File: src/rtl/ddr2_axi_wr_slave.sv
`default_nettype none
// ============================================================================
// ddr2_axi_wr_slave
// AW/W/B write responder: buffers one burst in a FWFT FIFO, then hands a single
// burst request to the DDR2 command scheduler and returns B on completion.
// Revision: 1.0
// ============================================================================
module ddr2_axi_wr_slave #(
  parameter int ROW_BITS   = 13,
  parameter int COL_BITS   = 10,
  parameter int BA_BITS    = 3,
  parameter int DQ_BITS    = 16,
  parameter int ADDR_WIDTH = ROW_BITS + COL_BITS + BA_BITS,
  parameter int DATA_WIDTH = DQ_BITS * 2,
  parameter int FIFO_DEPTH = 16
) (
  input  logic                  ck,
  input  logic                  rst_n,
  input  logic                  awvalid,
  output logic                  awready,
  input  logic [ADDR_WIDTH-1:0] awaddr,
  input  logic [7:0]            awlen,
  input  logic                  wvalid,
  output logic                  wready,
  input  logic [DATA_WIDTH-1:0] wdata,
  input  logic                  wlast,
  output logic                  bvalid,
  input  logic                  bready,
  output logic                  wr_req,
  input  logic                  wr_ack,
  output logic [ADDR_WIDTH-1:0] wr_addr,
  output logic [7:0]            wr_len,
  input  logic                  wr_data_rd,
  output logic [DATA_WIDTH-1:0] wr_data,
  output logic                  wr_data_valid,
  input  logic                  wr_done,
  output logic                  len_err
);

  localparam int         PTR_LSB_W = $clog2(FIFO_DEPTH);
  localparam int         PTR_W     = PTR_LSB_W + 1;
  localparam logic [8:0] MAX_LEN   = 9'(FIFO_DEPTH - 1);

  localparam logic [2:0] IDLE      = 3'd0;
  localparam logic [2:0] DATA      = 3'd1;
  localparam logic [2:0] ISSUE     = 3'd2;
  localparam logic [2:0] WAIT_DONE = 3'd3;
  localparam logic [2:0] RESP      = 3'd4;

  logic [2:0]            state_q, state_d;
  logic                  awready_q, awready_d;
  logic                  wr_req_q, wr_req_d;
  logic                  bvalid_q, bvalid_d;
  logic                  len_err_q, len_err_d;
  logic [ADDR_WIDTH-1:0] wr_addr_q, wr_addr_d;
  logic [7:0]            wr_len_q, wr_len_d;
  logic [7:0]            cnt_q, cnt_d;
  logic [7:0]            idx_q, idx_d;
  logic                  ovf_q, ovf_d;
  logic [PTR_W-1:0]      wr_ptr_q, wr_ptr_d;
  logic [PTR_W-1:0]      rd_ptr_q, rd_ptr_d;
  logic [DATA_WIDTH-1:0] mem_q [FIFO_DEPTH];

  logic aw_hs, w_hs, b_hs, final_beat, discard, full, empty, push, pop, flush;

  assign full  = (wr_ptr_q[PTR_W-1] != rd_ptr_q[PTR_W-1]) &&
                 (wr_ptr_q[PTR_W-2:0] == rd_ptr_q[PTR_W-2:0]);
  assign empty = (wr_ptr_q == rd_ptr_q);

  // Beats past the buffer capacity of an oversized burst are drained, not stored.
  assign discard    = ovf_q && (idx_q > wr_len_q);
  assign final_beat = (cnt_q == 8'd0);
  assign aw_hs      = awvalid && awready_q;
  assign w_hs       = wvalid && wready;
  assign b_hs       = bvalid_q && bready;
  assign push       = w_hs && !discard;
  assign pop        = wr_data_rd && !empty && ((state_q == ISSUE) || (state_q == WAIT_DONE));
  assign flush      = (state_q == WAIT_DONE) && wr_done;

  always_ff @(posedge ck or negedge rst_n) begin
    if (!rst_n) state_q <= IDLE;
    else        state_q <= state_d;
  end

  always_comb begin
    state_d = state_q;
    case (state_q)
      IDLE:      if (aw_hs)                state_d = DATA;
      DATA:      if (w_hs && final_beat)   state_d = ISSUE;
      ISSUE:     if (wr_req_q && wr_ack)   state_d = WAIT_DONE;
      WAIT_DONE: if (wr_done)              state_d = RESP;
      RESP:      if (b_hs)                 state_d = IDLE;
      default:                             state_d = IDLE;
    endcase
  end

  always_comb begin
    wready    = (state_q == DATA) && (!full || discard);
    awready_d = (state_d == IDLE);
    wr_req_d  = (state_d == ISSUE);
    bvalid_d  = (state_d == RESP);
    len_err_d = w_hs && ((wlast != final_beat) || (final_beat && ovf_q));
  end

  always_comb begin
    wr_addr_d = wr_addr_q;
    wr_len_d  = wr_len_q;
    cnt_d     = cnt_q;
    idx_d     = idx_q;
    ovf_d     = ovf_q;
    wr_ptr_d  = wr_ptr_q;
    rd_ptr_d  = rd_ptr_q;
    if (aw_hs) begin
      wr_addr_d = awaddr;
      ovf_d     = ({1'b0, awlen} > MAX_LEN);
      wr_len_d  = ovf_d ? MAX_LEN[7:0] : awlen;
      cnt_d     = awlen;
      idx_d     = 8'd0;
    end
    if (w_hs) begin
      cnt_d = cnt_q - 8'd1;
      idx_d = idx_q + 8'd1;
    end
    if (push) wr_ptr_d = wr_ptr_q + PTR_W'(1);
    if (flush)    rd_ptr_d = wr_ptr_q;
    else if (pop) rd_ptr_d = rd_ptr_q + PTR_W'(1);
  end

  always_ff @(posedge ck or negedge rst_n) begin
    if (!rst_n) begin
      awready_q <= 1'b0;
      wr_req_q  <= 1'b0;
      bvalid_q  <= 1'b0;
      len_err_q <= 1'b0;
      wr_addr_q <= '0;
      wr_len_q  <= '0;
      cnt_q     <= '0;
      idx_q     <= '0;
      ovf_q     <= 1'b0;
      wr_ptr_q  <= '0;
      rd_ptr_q  <= '0;
    end else begin
      awready_q <= awready_d;
      wr_req_q  <= wr_req_d;
      bvalid_q  <= bvalid_d;
      len_err_q <= len_err_d;
      wr_addr_q <= wr_addr_d;
      wr_len_q  <= wr_len_d;
      cnt_q     <= cnt_d;
      idx_q     <= idx_d;
      ovf_q     <= ovf_d;
      wr_ptr_q  <= wr_ptr_d;
      rd_ptr_q  <= rd_ptr_d;
    end
  end

  // Storage needs no reset: contents are only observed through a non-empty head.
  always_ff @(posedge ck) begin
    if (push) mem_q[wr_ptr_q[PTR_W-2:0]] <= wdata;
  end

  assign awready       = awready_q;
  assign bvalid        = bvalid_q;
  assign wr_req        = wr_req_q;
  assign len_err       = len_err_q;
  assign wr_addr       = wr_addr_q;
  assign wr_len        = wr_len_q;
  assign wr_data       = mem_q[rd_ptr_q[PTR_W-2:0]];
  assign wr_data_valid = !empty;

endmodule
`default_nettype wire

File: config.mk
export PLATFORM = sky130hd
export DESIGN_NAME = ddr2_axi_wr_slave
export DESIGN_NICKNAME = d
export VERILOG_FILES = /design/src/rtl/ddr2_axi_wr_slave.sv
export SDC_FILE = /design/constraint.sdc
export NUM_CORES = 1
export LEC_CHECK = 0
export ABC_AREA = 1
export CAP_MARGIN = 20
export CORE_UTILIZATION = 59
export DETAILED_ROUTE_END_ITERATION = 10
export PLACE_DENSITY_LB_ADDON = 0.05
export SLEW_MARGIN = 20
export SYNTH_ARGS = -nofsm -noshare
export SYNTH_HDL_FRONTEND = slang
export SYNTH_SLANG_ARGS = --single-unit
File: constraint.sdc
create_clock -name ck -period 3.7 [get_ports ck]
set_input_delay 0.74 -clock ck [delete_from_list [all_inputs] [get_ports ck]]
set_output_delay 0.74 -clock ck [all_outputs]
set_load 0.01 [all_outputs]
==> results.yml <==
synth:
  synth_seq_cells: 580
  yosysSeqAreaShare: 0.734
  yosys.cell_types.count: 37
  syn-cell-area_sq_um: 23300
  synth_warnings: 0
  synthCells: 1751
  syn_nets: 1841
  syn_area_per_cell_sq_um: 13.3
die:
  die_area_sq_um: 40200
  placeableCoreArea_sq_um: 38700
  start_util: 0.600
  num_io_pins: 147
  fp-row-count: 72
  die-height_microns: 201
  die_x_microns: 201
clocking:
  clk_path_buf_depth: 3
  cts_buffers: 56
  tritoncts: "built"
  htreeDepth: 2
  clk_latency_ns: 0.61
  cts_sinks: 580
  path_clk_slew_ns: 0.06
  cts-root-buf: "clkbuf_16"
  cts_hold_buf: 0
setup_path:
  path_max_fanout: 42
  cp-end-kind: "primary output"
  worstSetupPathType: "reg -> out"
  startpoint_type: "flop"
  crit_required_ns: 2.96
  crit_arrival_ns: 2.85
timing:
  min_period_over_period: 0.969
  rsz0062_at_grt: "yes"
  setup_viol: 0
  whs_ns: 0.199
  period_needed_ns: 3.59
  slew_headroom: 0.406
  finClkSkew_ns: 0.0254
  max_slew.worst_pin.slew_ns: 0.890
  max_freq_mhz: 279
  slew_viol_final: 0
  timing_hold_violations_final: 0
grt:
  antenna_found_initial: 2
  grt_pass1_vias: 14700
  overflow: 0
  track_usage: 0.271
  grt_pass1_wl_microns: 83000
  grt_max_degree: 117
outcome:
  status: "completed"
pwr:
  irDropWorstVdd_mv: 0.672
  power.density_nw_per_um2: 740
  p_leak_nw: 9.71
final_layout:
  seqCellArea_sq_um: 17100
  area_delta_synth_final_pct: 17.9
  fill_cells: 2648
  fin_nets: 1999
  post-route-util: 0.708
  drive_above_1_share: 0.0910
  fin_area_sq_um: 27400
  multi_input_area_sq_um: 5620
  final_cells: 2473
  antenna_cells: 0
placement:
  placed_area_sq_um: 25700
  dp.final_hpwl_microns: 30500
  io_buffers: 146
  dp_cells: 2369
  finalWeightedCongestion: 0.796
hold_path:
  min_path_type: "in -> async"
detailed_routing:
  dr.pass1.iters: 5
  viasPerCell: 5.93
  vias: 14700
  drt_iter0_drc: 1196
  antenna_left: 0
  drc: 0
  wire_per_inst_microns: 21.6
  routed_wirelength_microns: 53400
flow_run:
  cap_violations: 0
==> where the power goes <==
part           internal, W  total [W]  leakage [nW]  switching (W)
registers          0.00793    0.00829          5.46       0.000364
clock network      0.00306    0.00540         0.858        0.00234
logic              0.00260    0.00661          3.39        0.00401
==> worst max-delay path: stages (launching register included) <==
cell and delay (ns):
dfrtp_4 0.57, clkinv_8 0.21, buf_4 0.29, nor2_1 0.08, o221ai_1 0.25, nand3_1 0.11
nand3_1 0.15, clkdlybuf4s50_1 0.56
==> final timing paths <==
| path | cells after the start | start | endpoint | slack (ns) |
|---|---|---|---|---|
| hold reg to reg | 2 | wr_addr[2] | wr_addr[2] | 0.48 |
| setup / recovery | 7 | rd_ptr_q[0] | wr_data[21] | 0.11 |
| setup reg to reg | 15 | wr_len[3] | mem_q[4][16] | 0.76 |
| max in group asynchronous | 2 | rst_n | len_err | 2.73 |
| hold / removal | 1 | rst_n | wr_addr[6] | 0.20 |
| min in group ck | 2 | wr_addr[2] | wr_addr[2] | 0.48 |
==> cells in the final DEF, fill, tap and decap left out, types with 2 or more instances in the layout <==
| cell type | count |
|---|---|
| clkbuf_16 | 58 |
| buf_12 | 18 |
| edfxtp_1 | 512 |
| nor2_2 | 2 |
| dfrtp_4 | 2 |
| nor2_1 | 298 |
| dfrtp_1 | 65 |
| clkinv_1 | 15 |
| o32ai_1 | 75 |
| buf_6 | 3 |
| nand4_1 | 5 |
| xor2_1 | 13 |
| bufinv_16 | 3 |
| clkinv_2 | 14 |
| nor2_4 | 17 |
| nand2_4 | 6 |
| nand2_1 | 208 |
| or2_2 | 4 |
| mux2i_1 | 53 |
| o21ai_0 | 151 |
| o221ai_1 | 55 |
| ha_1 | 15 |
| o21ai_1 | 4 |
| o211ai_1 | 14 |
| o22ai_1 | 3 |
| inv_1 | 41 |
| inv_2 | 4 |
| nand3_1 | 79 |
| clkbuf_1 | 13 |
| clkdlybuf4s50_1 | 145 |
| buf_4 | 38 |
| a21oi_1 | 4 |
| nor3_1 | 4 |
| clkinv_8 | 2 |
==> area by class of cell <==
cell class,instances,share of cell area
Sequential cell,580,0.623
Multi-Input combinational cell,1019,0.205
Tap cell,518,0.0236
Inverter,47,0.00698
Clock buffer,71,0.0547
Timing Repair Buffer,205,0.0779
Clock inverter,33,0.00849
==> what timing repair did <==
item / CTS / global route
setup endpoints to repair: 4 / 11
resized for setup: 1 / 4
setup buffers: 0 / 0
==> metal layers <==
metal  vias up  GRT usage  share of wire
met5         -          0        0.00045
met4         4     0.0911          0.026
met3       104     0.0427          0.068
met2       558      0.448           0.49
li1       6778          -              -
met1      7211      0.369           0.41
==> state kept, by name (all words and copies together) (netlist names) <==
| name | flops |
|---|---|
| cnt_q | 8 |
| mem_q | 512 |
| state_q | 3 |
| bvalid | 1 |
| wr_req | 1 |
| ovf_q | 1 |
| rd_ptr_q | 5 |
| awready | 1 |
| wr_addr | 26 |
| idx_q | 8 |
| len_err | 1 |
| wr_ptr_q | 5 |
| wr_len | 8 |
==> cells in the mapped netlist <==
| cell type | n | area share |
|---|---|---|
| or2_2 | 4 | 0.0011 |
| xnor2_1 | 1 | 0.00038 |
| buf_1 | 3 | 0.00048 |
| nand3_4 | 1 | 0.00075 |
| a221oi_1 | 1 | 0.00038 |
| o211ai_1 | 14 | 0.0045 |
| mux2i_1 | 53 | 0.023 |
| nor2_2 | 2 | 0.00054 |
| a21oi_1 | 4 | 0.00086 |
| buf_6 | 4 | 0.0019 |
| a31oi_1 | 1 | 0.00027 |
| clkbuf_1 | 61 | 0.0098 |
| nand4_2 | 1 | 0.00054 |
| xor2_1 | 13 | 0.0049 |
| nor3_2 | 1 | 0.00043 |
| buf_2 | 23 | 0.0049 |
| o21ai_0 | 151 | 0.032 |
| nand2_4 | 6 | 0.0029 |
| ha_1 | 15 | 0.0081 |
| dfrtp_1 | 68 | 0.073 |
| nand2_1 | 208 | 0.034 |
| nand4_1 | 5 | 0.0013 |
| edfxtp_1 | 512 | 0.66 |
| inv_2 | 4 | 0.00065 |
| o32ai_1 | 75 | 0.028 |
| o21ai_2 | 1 | 0.00038 |
| a21o_1 | 1 | 0.00032 |
| o22ai_1 | 3 | 0.00081 |
| buf_4 | 14 | 0.0045 |
| o21ai_1 | 4 | 0.00086 |
| nand3_1 | 79 | 0.017 |
| nor3_1 | 4 | 0.00086 |
| o221ai_1 | 55 | 0.021 |
| inv_4 | 2 | 0.00054 |
| nor2_1 | 315 | 0.051 |
| o41ai_1 | 1 | 0.00038 |
| inv_1 | 41 | 0.0066 |
==> kinds of logic after synthesis <==
logic type,synth area share
DFF,0.734
muxes,0.0228
and+or+nand+nor,0.110
adders and majority gates,0.00807
AOI/OAI and AO/OA,0.0902
buffers and inverters,0.0295
xor gates and xnor gates,0.00527
==> metrics by stage <==
| stage | power, W | setup TNS, ns | worst slack (ns) |
|---|---|---|---|
| floorplan | 0.0123 | 0 | 0.308 |
| global placement | 0.0149 | 0 | 0.630 |
| detailed placement | 0.0150 | 0 | 0.582 |
| CTS | 0.0204 | 0 | 0.00727 |
| global route | 0.0213 | -0.0114 | -0.0114 |
| finish | 0.0203 | 0 | 0.115 |
Power figures use the tool's default switching activity.
